## src/rtl/uart_cmd_pkg.sv

```systemverilog
// ---------------------------------------------------------------------------
// uart_cmd_pkg
// Shared definitions for the UART command receiver:
//   - rx_state_t      : receive FSM states (IDLE, START, DATA, STOP)
//   - CMD_TEMP_MOIST  : 'T' command byte (8'h54)
//   - CMD_DIST        : 'D' command byte (8'h44)
//   - CMD_CR          : carriage return (8'h0D)
//   - is_command()    : true for the bytes the optional filter lets through
// ---------------------------------------------------------------------------
package uart_cmd_pkg;

  typedef enum logic [1:0] {
    IDLE  = 2'd0,
    START = 2'd1,
    DATA  = 2'd2,
    STOP  = 2'd3
  } rx_state_t;

  localparam logic [7:0] CMD_TEMP_MOIST = 8'h54;
  localparam logic [7:0] CMD_DIST       = 8'h44;
  localparam logic [7:0] CMD_CR         = 8'h0D;

  function automatic logic is_command(input logic [7:0] b);
    return (b == CMD_TEMP_MOIST) || (b == CMD_DIST);
  endfunction

endpackage

```

## src/rtl/uart_bit_sampler.sv

```systemverilog
// ---------------------------------------------------------------------------
// uart_bit_sampler
// Recovers 8N1 bytes from an asynchronous serial line. The line is passed
// through a 2-flop synchronizer, the start bit is confirmed at its middle,
// and data/stop bits are then sampled once per bit period.
//
// Parameters:
//   CLKS_PER_BIT  clk cycles per UART bit (>= 4)
// Ports:
//   clk         system clock, posedge
//   rst         asynchronous reset, active low
//   rxd         raw serial line (idle high, LSB first)
//   rx_byte     last assembled byte (valid together with frame_good)
//   frame_good  1-cycle strobe on the stop-bit sample cycle, stop bit high
//   frame_bad   1-cycle strobe on the stop-bit sample cycle, stop bit low
// ---------------------------------------------------------------------------
module uart_bit_sampler #(
  parameter int CLKS_PER_BIT = 10417
) (
  input  logic       clk,
  input  logic       rst,
  input  logic       rxd,
  output logic [7:0] rx_byte,
  output logic       frame_good,
  output logic       frame_bad
);
  import uart_cmd_pkg::*;

  localparam int             TW       = $clog2(CLKS_PER_BIT);
  localparam logic [TW-1:0]  BIT_END  = TW'(CLKS_PER_BIT - 1);
  localparam logic [TW-1:0]  HALF_END = TW'(CLKS_PER_BIT / 2 - 1);

  logic          rxd_meta_reg;
  logic          rxd_sync_reg;
  rx_state_t     state_reg, state_next;
  logic [TW-1:0] timer_reg, timer_next;
  logic [2:0]    bit_idx_reg, bit_idx_next;
  logic [7:0]    shift_reg, shift_next;
  // Set after a frame error so a held-low line (break) is not mistaken for
  // an endless stream of start bits; cleared once the line is seen high.
  logic          wait_high_reg, wait_high_next;
  logic          bit_end;

  always_ff @(posedge clk or negedge rst) begin
    if (!rst) begin
      rxd_meta_reg  <= 1'b1;
      rxd_sync_reg  <= 1'b1;
      state_reg     <= IDLE;
      timer_reg     <= '0;
      bit_idx_reg   <= '0;
      shift_reg     <= '0;
      wait_high_reg <= 1'b0;
    end else begin
      rxd_meta_reg  <= rxd;
      rxd_sync_reg  <= rxd_meta_reg;
      state_reg     <= state_next;
      timer_reg     <= timer_next;
      bit_idx_reg   <= bit_idx_next;
      shift_reg     <= shift_next;
      wait_high_reg <= wait_high_next;
    end
  end

  always_comb begin
    state_next     = state_reg;
    timer_next     = timer_reg;
    bit_idx_next   = bit_idx_reg;
    shift_next     = shift_reg;
    wait_high_next = wait_high_reg;
    frame_good     = 1'b0;
    frame_bad      = 1'b0;
    bit_end        = (timer_reg == BIT_END);

    case (state_reg)
      IDLE: begin
        timer_next   = '0;
        bit_idx_next = '0;
        if (wait_high_reg) begin
          if (rxd_sync_reg) wait_high_next = 1'b0;
        end else if (!rxd_sync_reg) begin
          state_next = START;
        end
      end

      START: begin
        if (timer_reg == HALF_END) begin
          timer_next = '0;
          // Line back high at mid start bit: treat as a glitch.
          state_next = rxd_sync_reg ? IDLE : DATA;
        end else begin
          timer_next = timer_reg + 1'b1;
        end
      end

      DATA: begin
        if (bit_end) begin
          timer_next   = '0;
          shift_next   = {rxd_sync_reg, shift_reg[7:1]};
          bit_idx_next = bit_idx_reg + 3'd1;
          if (bit_idx_reg == 3'd7) state_next = STOP;
        end else begin
          timer_next = timer_reg + 1'b1;
        end
      end

      STOP: begin
        if (bit_end) begin
          timer_next = '0;
          state_next = IDLE;
          if (rxd_sync_reg) begin
            frame_good = 1'b1;
          end else begin
            frame_bad      = 1'b1;
            wait_high_next = 1'b1;
          end
        end else begin
          timer_next = timer_reg + 1'b1;
        end
      end

      default: state_next = IDLE;
    endcase
  end

  assign rx_byte = shift_reg;

endmodule

```

## src/rtl/uart_cmd_receiver.sv

```systemverilog
// ---------------------------------------------------------------------------
// uart_cmd_receiver
// UART command receiver: serial byte recovery plus a single-entry output
// buffer with valid/ready handshake. The receiver never stalls; a byte that
// completes while the previous one is still pending overwrites it.
//
// Optional feature (macro UART_CMD_FILTER_EN): only 'T' (8'h54) and
// 'D' (8'h44) are delivered; other good frames pulse cmd_reject and leave
// the buffer untouched. Without the macro every good frame is delivered and
// cmd_reject stays 0.
//
// Parameters:
//   CLKS_PER_BIT   clk cycles per UART bit (>= 4)
// Ports:
//   clk            system clock, posedge
//   rst            asynchronous reset, active low
//   uart_rxd       serial line, 8N1, idle high
//   ready_to_act   consumer ready; transfer when valid_command && ready_to_act
//   uart_rx        pending command byte
//   valid_command  command byte pending
//   frame_error    1-cycle pulse, stop bit sampled low
//   overrun        1-cycle pulse, pending byte overwritten
//   cmd_reject     1-cycle pulse, good frame dropped by the filter
// ---------------------------------------------------------------------------
module uart_cmd_receiver #(
  parameter int CLKS_PER_BIT = 10417
) (
  input  logic       clk,
  input  logic       rst,
  input  logic       uart_rxd,
  input  logic       ready_to_act,
  output logic [7:0] uart_rx,
  output logic       valid_command,
  output logic       frame_error,
  output logic       overrun,
  output logic       cmd_reject
);
  import uart_cmd_pkg::*;

  logic [7:0] rx_byte;
  logic       frame_good;
  logic       frame_bad;
  logic       accept;
  logic       reject;
  logic       transfer;

  uart_bit_sampler #(
    .CLKS_PER_BIT(CLKS_PER_BIT)
  ) u_sampler (
    .clk        (clk),
    .rst        (rst),
    .rxd        (uart_rxd),
    .rx_byte    (rx_byte),
    .frame_good (frame_good),
    .frame_bad  (frame_bad)
  );

`ifdef UART_CMD_FILTER_EN
  assign accept = frame_good &&  is_command(rx_byte);
  assign reject = frame_good && !is_command(rx_byte);
`else
  assign accept = frame_good;
  assign reject = 1'b0;
`endif

  assign transfer = valid_command && ready_to_act;

  always_ff @(posedge clk or negedge rst) begin
    if (!rst) begin
      uart_rx       <= 8'h00;
      valid_command <= 1'b0;
      frame_error   <= 1'b0;
      overrun       <= 1'b0;
      cmd_reject    <= 1'b0;
    end else begin
      frame_error <= frame_bad;
      cmd_reject  <= reject;
      // A byte consumed on the same cycle a new one lands is not an overrun.
      overrun     <= accept && valid_command && !ready_to_act;
      if (accept) begin
        uart_rx       <= rx_byte;
        valid_command <= 1'b1;
      end else if (transfer) begin
        valid_command <= 1'b0;
      end
    end
  end

endmodule

```

## config.mk

```make
export PLATFORM = sky130hd
export DESIGN_NAME = uart_cmd_receiver
export DESIGN_NICKNAME = d
export VERILOG_FILES = /design/src/rtl/uart_cmd_pkg.sv /design/src/rtl/uart_bit_sampler.sv /design/src/rtl/uart_cmd_receiver.sv
export SDC_FILE = /design/constraint.sdc
export NUM_CORES = 1
export LEC_CHECK = 0
export ABC_AREA = 1
export CAP_MARGIN = 30
export CORE_MARGIN = 4
export CORE_UTILIZATION = 55
export DETAILED_ROUTE_END_ITERATION = 6
export DONT_BUFFER_PORTS = 1
export HOLD_SLACK_MARGIN = 0.08
export PLACE_DENSITY = 0.76
export SYNTH_ARGS = -nofsm -noshare
export SYNTH_HDL_FRONTEND = slang
export SYNTH_SLANG_ARGS = --single-unit
```

## constraint.sdc

```tcl
create_clock -name clk -period 1.96 [get_ports clk]
set_clock_uncertainty 0.15 [all_clocks]
set_input_delay 0.588 -clock clk [delete_from_list [all_inputs] [get_ports clk]]
set_output_delay 0.588 -clock clk [all_outputs]
set_load 0.05 [all_outputs]
```

======== Word level (Yosys, flattened, before mapping) ========
Index checks and enable logic that the tools add are counted.
Widths: inputs -> output; s select.
operators by class
  add/subtract/negate cells ............... 2
  equal/unequal tests ..................... 13
  mux-type cells .......................... 25
  reduce and logical (&&, ||, !) cells .... 13
operators by type and width
  cell                   number
  $pmux 14 s3            1
  $mux 14                2
  $add 14x1->14 const B  1
  $eq 14x13->1 const B   1
  $eq 14x14->1 const B   1
  $mux 2                 7
  $mux 1                 11
  $ne 2x1->1 const B     4
  $pmux 2 s4             1
  $ne 2x2->1 const B     3
  $pmux 3 s2             1
  $reduce_and 6->1       1
  $reduce_bool 2->1      3
  $eq 2x2->1 const B     2
  $reduce_and 2->1       2
  $add 3x1->3 const B    1
  $eq 3x3->1 const B     1
  $logic_and 1x1->1      3
  $mux 3                 1
  $reduce_and 3->1       1
  $eq 2x1->1 const B     1
  $logic_not 2->1        1
  $pmux 1 s2             1
  $reduce_or 2->1        1
  $logic_not 1->1        1
word-level totals
  register bits after elaboration ......... 41
  output and inout port bits .............. 12
  word-level logic and storage cells ...... 64

======== Longest topological paths before layout ========
  word-level depth ........................ 5
  mapped depth ............................ 12
  gate-level depth less buffers ........... 12

======== By module ========
Synthesis repeated with hierarchy kept, for this count alone.
second synthesis, totals
  cell total of the unflattened synthesis .. 232
  area, all modules ....................... 1968.1 um^2
modules (own cells, without submodules)
  module             times used  cells each  area each (um^2)
  uart_bit_sampler   1           188         1557.7
  uart_cmd_receiver  1           44          410.4

======== Worst setup path after synthesis ========
Ideal clock, no wire load.
  path type ............................... reg2reg
  start ................................... reg u_sampler.timer_reg[0]
  end ..................................... reg u_sampler.timer_reg[12]
  setup time .............................. 0.123 ns
  arrival ................................. 1.338 ns
  required time ........................... 1.687 ns
  setup slack ............................. 0.349 ns
  stages on the path, launching flop included .. 9
  path buffers ............................ 0
  clock period less this slack ............ 1.611 ns
  path through ............................ dfrtp_1 > ha_1 > nand2_1 > nor2_1 > nand2_1 > nor2_1 > nand3_1 > o21ai_0 > a21oi_1
on the way
  word-level cells in the longest chain between the ends .. 3
  elaborated cells between the ends (all ways) .. 6
  those cells by class .................... 1 x add/sub; 2 x eq/ne; 3 x mux
ends and longest elaborated chain
  item                                         RTL line                                                                  RTL
  from (decl)                                  uart_bit_sampler.sv:36                                                    logic [TW-1:0] timer_reg, timer_next;
  from (signal assigned)                       uart_bit_sampler.sv:57                                                    timer_reg <= timer_next;
  $add 14x1->14, or another cell as far along  uart_bit_sampler.sv:91, uart_bit_sampler.sv:102, uart_bit_sampler.sv:117
  $mux 14 (on tied branches)                   uart_bit_sampler.sv:96, uart_bit_sampler.sv:107, uart_bit_sampler.sv:86
  $pmux 14 s3 (*)                              uart_bit_sampler.sv:74                                                    case (state_reg)
  via u_sampler.timer_next[12]                 uart_bit_sampler.sv:36
Mark *: on every way through the listed nets, which the timed path passes. The rest lies on a longest branch.
A chain may end at the register's enable or synchronous reset.

======== Final worst setup path ========
  start ................................... reg u_sampler.timer_reg[0]
  end ..................................... reg u_sampler.timer_reg[5]
The elaborated chain is that of the path after synthesis.

==> summary.txt <==
Detailed routing
  • Vias after detailed routing: 1448
  • Drt initial violations: 62
  • Total wire length after detailed routing: 3390 um
  • Remaining antenna violation count: 0
  • Vias per inst: 5.17
  • Wire length per cell after detailed routing: 12.1 um
  • DRC errors left: 0
  • First-pass detailed-route iteration total: 4

Layout
  • Final net count: 241
  • Total inserted antenna cells: 0
  • FF/Latch Area: 1030 sq um
  • Most frequent standard cell in the layout excluding fill and tap cells: nand2_1
  • Most frequent cells in the layout: 47 x nand2_1, 39 x dfrtp_1, 30 x inv_1
  • Fraction of final layout cells sized beyond drive strength 1: 13.7%
  • Area occupied by multi-input gates: 766 sq um
  • Number of fill cells: 294
  • Growth of design area from synthesis to finish: 8.14%
  • Largest register FFs: 14
  • Final cell count without fillers: 280

Worst setup path
  • Highest cell delay on the worst timing path: 0.41 ns
  • Required time of the critical path: 2.07 ns
  • Critical Setup Path Class: flop to flop
  • CP endpoint kind: flop
  • Critical path's slowest cell: dfrtp_1
  • Critical path cell sequence: inv_1 > ha_1 > nand2_1 > inv_1 > nand2_1 > nor2_2 > nand2_4 > inv_6 > o21ai_2 > inv_2 > nor3_1
  • Maximum fanout along the worst path: 9
  • Critical path arrival: 1.94 ns
  • CP startpoint kind: flop

Floorplanning
  • Starting utilization of the core area: 57.6%
  • FP Rows: 21
  • Overall die area: 4570 sq um
  • IO Pins: 16
  • Die H: 67.6 um
  • Core area: 3390 sq um
  • Die span in x: 67.6 um

Pwr
  • Static Leak: 1.01 nW
  • Worst supply voltage drop on vdd: 322 uV
  • Pwr Density: 670 nW/um^2
  • Post-layout total power: 1.41 mW

Run status
  • Run status: completed

STA
  • Setup Total Neg Slack: 0 ns
  • Number of setup violations in the final report: 0
  • Crit path time final: 1.83 ns
  • Total count of max-transition violations in the final report: 0
  • Number of endpoints with negative hold slack in the final report: 0
  • RSZ-0062 raised after global routing: yes
  • Fraction of the cycle the final worst path needs: 93.3%
  • Peak Freq: 547 MHz

CTS
  • TritonCTS clock tree: done
  • Cell at the root of the clock tree: clkbuf_4
  • Number of buffers created by CTS: 5
  • Post CTS Setup Buffer Count: 0
  • Count of instances resized after the clock tree is built: 0
  • Clock latency at the later pin of the worst-skew pair: 0.35 ns
  • Clock-pin slew of the registers on the worst-case setup and hold paths: 0.11 ns
  • Sinks on the clock net: 41
  • Deepest clock path buffer count: 2
  • H-Tree Level Count: 2

GRT
  • First-pass GRT wire length: 5910 um
  • Number of global-route vias before repair: 1344
  • Total track usage: 17.6%
  • Congestion Overflow GR: 0
  • Antenna violations before repair: 0
  • Pin count of the biggest net entering global routing: 42

Yosys
  • Synthesized area per cell: 8.72 sq um
  • Net count after synthesis: 232
  • Synthesis-stage register bit count: 41
  • Number of standard cells after synthesis: 224
  • Part of the Yosys area used for sequential elements: 52.7%
  • Total of warnings raised by yosys: 0
  • Post-synthesis instance area: 1950 sq um
  • Count of distinct cell types in the synthesized netlist: 28

Flow run
  • # Max-Cap Violations: 0

Placement
  • Number of buffers inserted by port buffering: 0
  • RD Place Congestion: 0.896
  • Cell count after placement: 269
  • Half-perimeter wire length after placement: 2500 um

Min path
  • Hold crit path type: input pin to flop
## final cells by class
| cell class | count | share of cell area, % |
|---|---|---|
| sequential | 41 | 48.7 |
| multi-input combinational | 147 | 36.3 |
| inverter | 33 | 6.10 |
| tap | 46 | 2.73 |
| timing repair buffer | 5 | 2.61 |
| clock buffer | 6 | 1.95 |
| clock inverter | 2 | 1.66 |
## kinds of logic (layout without fill, tap and decap cells)
group	count (synthesis)	count (layout)	synth area share [%]
and+or+nand+nor	106	106	24.9
DFF	41	41	52.7
buffers and inverters	36	46	8.14
AOI/OAI and AO/OA	34	34	10.7
adders and majority gates	4	4	2.56
xor gates and xnor gates	2	2	0.897
other	1	1	0.192
## critical path, delay by kind of cell (launching register included)
kind | cells | cell delay, ns
AOI/OAI and AO/OA | 1 | 0.26
and+or+nand+nor | 5 | 0.44
buffers and inverters | 4 | 0.29
DFF | 1 | 0.41
adders and majority gates | 1 | 0.20
## synthesized netlist by cell type (all sizes together)
master	count	area, sq um
nand3	13	77.6
o21ai	23	149
a21oi	9	45.0
xnor2	1	8.76
ha	4	50.1
buf	3	30.0
nor3	9	50.1
nand4	4	25.0
conb	1	3.75
dfstp	2	52.6
xor2	1	8.76
nor4	1	6.26
nand2	51	211
nor2	28	115
dfrtp	39	976
o31ai	2	15.0
inv	33	129
## metrics by stage
| step | worst slack, ns | cell area (sq um) | hold WS [ns] | utilization, % |
|---|---|---|---|---|
| floorplan | 0.349 | 1950 | 0.142 | - |
| global placement | 0.182 | 2000 | 0.144 | 58.9 |
| detailed placement | 0.117 | 2000 | 0.144 | 58.9 |
| CTS | 0.104 | 2110 | 0.129 | 62.3 |
| global route | -0.0414 | 2110 | 0.114 | 62.3 |
| finish | 0.131 | 2110 | 0.145 | 62.3 |
## layer usage
layer	global-route usage (%)	part of all wire, %	up-vias
li1	-	-	732
met1	24.1	50	678
met2	24.9	43	29
met3	5.99	5.1	9
met4	8.35	2.1	0
met5	0	0	-
## where the power goes
part | internal [mW] | switching, mW | leakage, nW
clock | 0.268 | 0.266 | 0.0422
sequential | 0.849 | 0.00272 | 0.551
combinational | 0.00759 | 0.0213 | 0.413
## timing repair
action	4_1_cts	5_1_grt
hold buffers	3	0
endpoints found under the setup margin	0	10
endpoints found under the hold margin	42	0
## worst paths after layout
check	from	to	slack, ns	depth (start not counted)
worst max-delay path	u_sampler.timer_reg[0]$_DFF_PN0_	u_sampler.timer_reg[5]$_DFF_PN0_	0.13	11
worst min-delay path	ready_to_act	overrun$_DFF_PN0_	0.14	1
worst max register to register	u_sampler.timer_reg[0]$_DFF_PN0_	u_sampler.timer_reg[5]$_DFF_PN0_	0.13	11
worst min register to register	u_sampler.rxd_meta_reg$_DFF_PN1_	u_sampler.rxd_sync_reg$_DFF_PN1_	0.22	0
max in group asynchronous	rst	u_sampler.rxd_meta_reg$_DFF_PN1_	0.86	2
min in group asynchronous	rst	asynchronous set/reset pin	0.53	2
Note: power is estimated with default switching activity, not from simulation.
